**config.mk**
```make
export PLATFORM = sky130hd
export DESIGN_NAME = sram_port_arbiter
export DESIGN_NICKNAME = d
export VERILOG_FILES = /design/src/rtl/sram_port_arbiter_pkg.sv /design/src/rtl/sram_port_arbiter_rr_priority_picker.sv /design/src/rtl/sram_port_arbiter.sv
export SDC_FILE = /design/constraint.sdc
export NUM_CORES = 1
export LEC_CHECK = 0
export CORE_ASPECT_RATIO = 1.2
export CORE_MARGIN = 1.5
export CORE_UTILIZATION = 39
export DETAILED_ROUTE_END_ITERATION = 6
export PLACE_DENSITY = 0.82
export SLEW_MARGIN = 20
export SYNTH_ARGS = -nofsm -noshare
export SYNTH_HDL_FRONTEND = slang
export SYNTH_HIERARCHICAL = 1
export SYNTH_SLANG_ARGS = --single-unit
```
**constraint.sdc**
```tcl
create_clock -name clk -period 3.3 [get_ports clk]
set_input_delay 0.66 -clock clk [delete_from_list [all_inputs] [get_ports clk]]
set_output_delay 0.66 -clock clk [all_outputs]
set_load 0.01 [all_outputs]
```
**src/rtl/sram_port_arbiter_pkg.sv**
```systemverilog
// Shared types and defaults for the multi-port SRAM arbiter.
package sram_port_arbiter_pkg;

    localparam int unsigned DefaultAccessCycles = 2;
    localparam int unsigned DefaultAddrWidth    = 20;
    localparam int unsigned DefaultDataWidth    = 32;

    typedef logic [DefaultAddrWidth-1:0] SramAddress;
    typedef logic [DefaultDataWidth-1:0] SramData;

    typedef enum logic {
        StIdle,
        StAccess
    } arb_state_e;

endpackage

```
**src/rtl/sram_port_arbiter_rr_priority_picker.sv**
```systemverilog
// Combinational winner selection: real-time index first, then round-robin from ptr
// or lowest-index-first, returned as a one-hot grant.
module rr_priority_picker #(
    parameter int unsigned NUM_REQ   = 3,
    parameter int unsigned PTR_WIDTH = 2,
    parameter int unsigned RR_MODE   = 1,
    parameter int unsigned RT_INDEX  = 0
) (
    input  logic [NUM_REQ-1:0]   req,
    input  logic [PTR_WIDTH-1:0] ptr,
    output logic [NUM_REQ-1:0]   grant
);

    localparam int unsigned PosW = PTR_WIDTH + 1;

    always_comb begin
        logic [PosW-1:0] pos;
        logic            found;
        grant = '0;
        found = 1'b0;
        pos   = '0;
        if (req[RT_INDEX]) begin
            grant[RT_INDEX] = 1'b1;
        end else begin
            for (int unsigned i = 0; i < NUM_REQ; i++) begin
                if (RR_MODE != 0) begin
                    // ptr + i never reaches 2*NUM_REQ, so one conditional wrap suffices
                    pos = {1'b0, ptr} + PosW'(i);
                    if (pos >= PosW'(NUM_REQ)) begin
                        pos = pos - PosW'(NUM_REQ);
                    end
                end else begin
                    pos = PosW'(i);
                end
                if (!found && req[pos[PTR_WIDTH-1:0]]) begin
                    grant[pos[PTR_WIDTH-1:0]] = 1'b1;
                    found                     = 1'b1;
                end
            end
        end
    end

endmodule

```
**src/rtl/sram_port_arbiter.sv**
```systemverilog
// Arbitrates several requester ports onto one asynchronous SRAM, one fixed-length
// access at a time; the data-bus tristate lives above this block.
module sram_port_arbiter
    import sram_port_arbiter_pkg::*;
#(
    parameter int unsigned NUM_PORTS     = 3,
    parameter int unsigned ADDR_WIDTH    = DefaultAddrWidth,
    parameter int unsigned DATA_WIDTH    = DefaultDataWidth,
    parameter int unsigned ACCESS_CYCLES = DefaultAccessCycles,
    parameter int unsigned RR_MODE       = 1,
    parameter int unsigned RT_PORT       = 0
) (
    input  logic                            clk,
    input  logic                            rst,
    input  logic [NUM_PORTS-1:0]            req,
    input  logic [NUM_PORTS-1:0]            we,
    input  logic [NUM_PORTS*ADDR_WIDTH-1:0] addr,
    input  logic [NUM_PORTS*DATA_WIDTH-1:0] wdata,
    output logic [NUM_PORTS-1:0]            done,
    output logic [DATA_WIDTH-1:0]           rdata,
    output logic [ADDR_WIDTH-1:0]           sram_addr,
    output logic [DATA_WIDTH-1:0]           sram_dq_out,
    output logic                            sram_dq_oe,
    input  logic [DATA_WIDTH-1:0]           sram_dq_in,
    output logic                            sram_ce_n,
    output logic                            sram_oe_n,
    output logic                            sram_we_n
);

    localparam int unsigned     PtrW     = $clog2(NUM_PORTS);
    localparam int unsigned     CntW     = $clog2(ACCESS_CYCLES) + 1;
    localparam logic [CntW-1:0] CntLoad  = CntW'(ACCESS_CYCLES);
    localparam logic [PtrW-1:0] LastPort = PtrW'(NUM_PORTS - 1);

    arb_state_e            state_q, state_d;
    logic [CntW-1:0]       cnt_q, cnt_d;
    logic [PtrW-1:0]       ptr_q, ptr_d;
    logic [PtrW-1:0]       idx_q, idx_d;
    logic [PtrW-1:0]       win_idx;
    logic                  we_q, we_d;
    logic [ADDR_WIDTH-1:0] addr_q, addr_d;
    logic [DATA_WIDTH-1:0] wdata_q, wdata_d;
    logic [DATA_WIDTH-1:0] rdata_q, rdata_d;
    logic [NUM_PORTS-1:0]  done_q, done_d;
    logic [NUM_PORTS-1:0]  eligible, grant;
    logic                  access, last;

    // A port in its done cycle is masked so a held req is not granted twice.
    assign eligible = req & ~done_q;
    assign access   = (state_q == StAccess);
    assign last     = (cnt_q == CntW'(1));

    rr_priority_picker #(
        .NUM_REQ   (NUM_PORTS),
        .PTR_WIDTH (PtrW),
        .RR_MODE   (RR_MODE),
        .RT_INDEX  (RT_PORT)
    ) u_picker (
        .req   (eligible),
        .ptr   (ptr_q),
        .grant (grant)
    );

    always_comb begin
        win_idx = '0;
        for (int unsigned i = 0; i < NUM_PORTS; i++) begin
            if (grant[i]) begin
                win_idx = PtrW'(i);
            end
        end
    end

    always_comb begin
        state_d = state_q;
        cnt_d   = cnt_q;
        ptr_d   = ptr_q;
        idx_d   = idx_q;
        we_d    = we_q;
        addr_d  = addr_q;
        wdata_d = wdata_q;
        rdata_d = rdata_q;
        done_d  = '0;
        unique case (state_q)
            StIdle: begin
                if (|eligible) begin
                    state_d = StAccess;
                    cnt_d   = CntLoad;
                    idx_d   = win_idx;
                    we_d    = we[win_idx];
                    addr_d  = addr[32'(win_idx) * ADDR_WIDTH +: ADDR_WIDTH];
                    wdata_d = wdata[32'(win_idx) * DATA_WIDTH +: DATA_WIDTH];
                    if (RR_MODE != 0) begin
                        ptr_d = (win_idx == LastPort) ? '0 : win_idx + PtrW'(1);
                    end
                end
            end
            StAccess: begin
                cnt_d = cnt_q - CntW'(1);
                if (last) begin
                    state_d       = StIdle;
                    done_d[idx_q] = 1'b1;
                    if (!we_q) begin
                        rdata_d = sram_dq_in;
                    end
                end
            end
            default: state_d = StIdle;
        endcase
    end

    always_ff @(posedge clk or negedge rst) begin
        if (!rst) begin
            state_q <= StIdle;
            cnt_q   <= '0;
            ptr_q   <= '0;
            idx_q   <= '0;
            we_q    <= 1'b0;
            addr_q  <= '0;
            wdata_q <= '0;
            rdata_q <= '0;
            done_q  <= '0;
        end else begin
            state_q <= state_d;
            cnt_q   <= cnt_d;
            ptr_q   <= ptr_d;
            idx_q   <= idx_d;
            we_q    <= we_d;
            addr_q  <= addr_d;
            wdata_q <= wdata_d;
            rdata_q <= rdata_d;
            done_q  <= done_d;
        end
    end

    // Strobes decode straight from state so reset releases the bus without waiting for a clock.
    assign done        = done_q;
    assign rdata       = rdata_q;
    assign sram_addr   = addr_q;
    assign sram_dq_out = wdata_q;
    assign sram_ce_n   = !access;
    assign sram_oe_n   = !(access && !we_q);
    assign sram_we_n   = !(access && we_q && !last);
    assign sram_dq_oe  = access && we_q;

endmodule

```
[Yosys cells after proc, flatten, opt, wreduce, memory -nomap -nowiden]
Index checks and enable logic that the tools add are counted.
Operators by class
  add/subtract/negate cells: 7
  multiply operators: 1
  $lt $le $gt $ge: 12
  equality and inequality tests: 3
  shift operators: 2
  multiplexer cells: 42
  bitwise gates (word level): 6
  reductions and logical operators: 19
Operators by type and width (count)
  $shiftx A96 B8 Y32: 1
  $shiftx A60 B8 Y20: 1
  $mux W3: 7
  $mux W2: 10
  $lt A2 B3 Y1 const B: 5
  $mux W1: 15
  $logic_and A1 B1 Y1: 9
  $bmux W1 S2: 4
  $demux W1 S2: 4
  $ge A2 B1 Y1 const B: 4
  $logic_not A1 Y1: 7
  $ge A3 B2 Y1 const B: 2
  $or A3 B3 Y3: 2
  $sub A2 B2 Y2 const B: 3
  $mul A2 B3 Y5 const B: 1
  $pmux W2 S2: 1
  $add A2 B1 Y3 const B: 1
  $add A2 B2 Y3 const B: 1
  $and A3 B3 Y3: 1
  $not A3 Y3: 1
  $reduce_and A3 Y1: 1
  $reduce_or A3 Y1: 1
  $add A2 B1 Y2 const B: 1
  $eq A2 B1 Y1 const B: 1
  other kinds (7): 8
Word-level totals
  flip-flop bits (word level): 95
  output and inout port bits: 91
  word-level logic and storage cells: 101

[Depth between registers and ports, before layout]
  depth after elaboration: 19
  gate-level depth with buffers: 13
  mapped depth without buffers: 9

[By module]
Netlist, hierarchy kept.
By module, submodules not included
  sram_port_arbiter: instances 1, cells an instance 395, area each 4768.3 um^2, seq. area each 2352.3 um^2
  rr_priority_picker: instances 1, cells an instance 34, area each 275.3 um^2, seq. area each 0.0 um^2

[Worst setup path after synthesis]
Ideal clock, no wire load.
  path type: input -> register
  start: input port req[0]
  end: register wdata_q[2], in the netlist sram_dq_out[2]
  setup time: 125 ps
  arrival time: 2489 ps
  required time: 3175 ps
  path slack: 686 ps
  cell stages on the path: 10
  cell sequence: nand2b_1 -> inv_1 -> buf_6 -> or4bb_1 -> o31ai_1 -> buf_2 -> buf_2 -> clkbuf_1 -> o21ai_0 -> mux2_2
RTL lines
  start: declaration: RTL line sram_port_arbiter.sv:15  | input logic [NUM_PORTS-1:0] req,
  $and A3 B3 Y3 *: RTL line sram_port_arbiter.sv:49  | assign eligible = req & ~done_q;
  named net eligible[0]: RTL line sram_port_arbiter.sv:45  | logic [NUM_PORTS-1:0] eligible, grant;
  $bmux W1 S2: RTL line sram_port_arbiter_rr_priority_picker.sv:35  | if (!found && req[pos[PTR_WIDTH-1:0]]) begin
  $mux W1 (implied by the code): RTL line sram_port_arbiter_rr_priority_picker.sv:35
  $mux W1: RTL line sram_port_arbiter_rr_priority_picker.sv:35
  $mux W1: RTL line sram_port_arbiter_rr_priority_picker.sv:22  | if (req[RT_INDEX]) begin
  $logic_not A1 Y1: RTL line sram_port_arbiter_rr_priority_picker.sv:35
  $logic_and A1 B1 Y1: RTL line sram_port_arbiter_rr_priority_picker.sv:35
  $mux W1: RTL line sram_port_arbiter_rr_priority_picker.sv:35
  $mux W1: RTL line sram_port_arbiter_rr_priority_picker.sv:22
  $logic_not A1 Y1: RTL line sram_port_arbiter_rr_priority_picker.sv:35
  $logic_and A1 B1 Y1: RTL line sram_port_arbiter_rr_priority_picker.sv:35
  $mux W3: RTL line sram_port_arbiter_rr_priority_picker.sv:35
  $mux W2 *: RTL line sram_port_arbiter_rr_priority_picker.sv:22
  named net grant[2]: RTL line sram_port_arbiter.sv:45
  $mux W2 *: RTL line sram_port_arbiter.sv:67  | if (grant[i]) begin
  $shiftx A96 B8 Y32 *: RTL line sram_port_arbiter.sv:91  | wdata_d = wdata[32'(win_idx) * DATA_WIDTH +: DATA_WIDTH];
  end signal: assignment: RTL line sram_port_arbiter.sv:129  | wdata_q <= wdata_d;
  end: declaration: RTL line sram_port_arbiter.sv:42  | logic [DATA_WIDTH-1:0] wdata_q, wdata_d;
The timed path passes the listed nets; every way through them passes the cells marked *. The select of a mux whose other input is x is not followed.
A chain may end at the register's enable or synchronous reset.

[Worst setup path after layout]
  start: input port req[0]
  end: register wdata_q[27], in the netlist sram_dq_out[27]
On the way
  longest elaborated chain between the ends: 16
Ends and longest elaborated chain (RTL line)
  $and A3 B3 Y3 *: sram_port_arbiter.sv:49
  named net eligible[0]: sram_port_arbiter.sv:45
  $bmux W1 S2: sram_port_arbiter_rr_priority_picker.sv:35
  $mux W1 (implied by the code): sram_port_arbiter_rr_priority_picker.sv:35
  $mux W1: sram_port_arbiter_rr_priority_picker.sv:35
  $mux W1: sram_port_arbiter_rr_priority_picker.sv:22
  $logic_not A1 Y1: sram_port_arbiter_rr_priority_picker.sv:35
  $logic_and A1 B1 Y1: sram_port_arbiter_rr_priority_picker.sv:35
  [... 2 more ...]
  $logic_not A1 Y1: sram_port_arbiter_rr_priority_picker.sv:35
  $logic_and A1 B1 Y1: sram_port_arbiter_rr_priority_picker.sv:35
  $mux W3: sram_port_arbiter_rr_priority_picker.sv:35
  $mux W2 *: sram_port_arbiter_rr_priority_picker.sv:22
  named net grant[1]: sram_port_arbiter.sv:45
  $mux W1 *: sram_port_arbiter.sv:67
  $mux W2 *: sram_port_arbiter.sv:67
  $shiftx A96 B8 Y32 *: sram_port_arbiter.sv:91
Marked as above.

==> results.cfg <==
[floorplan]
die_w_microns = 106.2
io_pins = 287
core_area_sq_um = 12560
die_y_microns = 126.9
start_util_pct = 39.71
num_rows = 45
fp.dieArea_sq_um = 13470

[routing]
drt-pass1-iter-count = 4
avgRoutedWirePerCell_microns = 16.80
routed_wl_microns = 14590
ant_nets = 0
drc = 0
drt_iter0_markers = 121
vias_per_cell = 4.935
num_vias = 4284

[layout]
layout_commonest_cell = clkdlybuf4s50_1
final_util_pct = 66.50
antennaDiodeCount = 0
most-common-layout-cells = clkdlybuf4s50_1, dfrtp_1, mux2_2
drive_above_1_share_pct = 17.19
syn_to_final_growth_pct = 67.45
finalNetCount = 900
fin_cells = 868

[sta]
tns_ns = 0
finalHoldViolCount = 0
slew_viol_final = 0
tightest_slew_ns = 1.065
post-route-min-period_ns = 2.955
max_freq_mhz = 338.4
rsz0062_at_grt = no
maxSlewHeadroom_pct = 28.97
setup_slack_ns = 0.3445
whs_ns = 0.3390
setup_viol = 0
post-route-period-util_pct = 89.56
clock_skew_ns = 0.009527

[pwr]
power.density_nw_per_um2 = 889.9
vdd_ir_drop_max_mv = 0.4667
leakage_uw = 0.003394

[place]
dpl_worst_slack_ns = 0.004937
place_inst = 852
place_congestion = 0.8483
post-dp-hpwl_microns = 11410
place.port_buffers = 286

[clock_network]
cts_tree = yes
clk_latency_ns = 0.34
cts_setup_buffers = 0
cts.root.buffer_cell = clkbuf_16
clkSinkCount = 94
cts_hold_buf = 0
clk_path_buf_depth = 2
post_cts_resized = 0
clk_pin_slew_ns = 0.07
cts_inserted_buffers = 9
htree_levels = 3

[setup_path]
setup.worst_path.start = req[0]
start_kind = input pin
cp_data_required_time_ns = 3.52
timing.rr.start = idx_q[0]
cp-end-kind = register
crit_type = in -> reg
cp.arrival_ns = 3.17
cp_max_fo = 18

[synth]
synthesis.area_sq_um = 4986
syn_nets = 623
ys_warn_count = 6
avgSynthCellArea_sq_um = 11.82
netlist_instances = 422

[job]
maxCapViolations = 0

[grt]
antenna_found_initial = 0
grt_pass1_vias = 4502
gr-total-overflow = 0
grt_first_pass_wirelength_microns = 23000
grt_max_degree = 65
grt_usage_pct = 21.66

[worst_hold_path]
hold_class = in -> async

[run_status]
outcome = complete, no violations
## through the flow
step	instance area [sq um]	power, uW
5_1_grt	8349	7910
3_3_place_gp	8058	6302
3_5_place_dp	8058	6454
2_1_floorplan	4986	4453
6_report	8349	7430
4_1_cts	8349	7513
## per-layer routing
metal | part of all wire, % | GRT usage (%)
met1 | 37 | 23.68
met2 | 53 | 39.81
met3 | 8.0 | 6.732
met4 | 2.4 | 6.439
met5 | 0 | 0
## final cells by class
class                           count  area (sq um)
Sequential cell                    94          2352
Fill cell                         933          4207
Clock buffer                        9         225.2
Inverter                            8         30.03
Clock inverter                      7         66.31
Tap cell                          164         205.2
Timing Repair Buffer              296          3010
Multi-Input combinational cell    290          2460
## where the power goes
part / internal (uW) / switching, uW
Clock: 531 / 486
Combinational: 2560 / 1750
Sequential: 1750 / 346
Total: 4840 / 2590
## worst paths after layout
kind / to / cells past startpoint / slack [ns]
max in group asynchronous: sram_addr[7] / 2 / 2.28
setup / recovery: sram_dq_out[27] / 11 / 0.34
hold reg to reg: done[1] / 1 / 0.48
min in group clk: done[1] / 1 / 0.48
hold / removal: done[0] / 1 / 0.34
setup reg to reg: sram_dq_out[27] / 10 / 0.52
## state kept, by name, indices dropped and copies added, names as in the netlist
register     cells
we_q             1
cnt_q            2
sram_dq_out     32
rdata           32
idx_q            2
done             3
sram_addr       20
access           1
ptr_q            1
## worst max-delay path, cell delays in order
cell             delay (ns)
clkdlybuf4s50_1        0.45
nand2b_1               0.14
inv_1                  0.23
mux2i_1                0.13
o21ai_2                0.23
and2_1                 0.18
o21ba_4                0.31
buf_12                 0.22
mux2i_1                0.19
o21ai_0                0.12
mux2_2                 0.29
No activity file was read; power rests on OpenSTA's default activity.
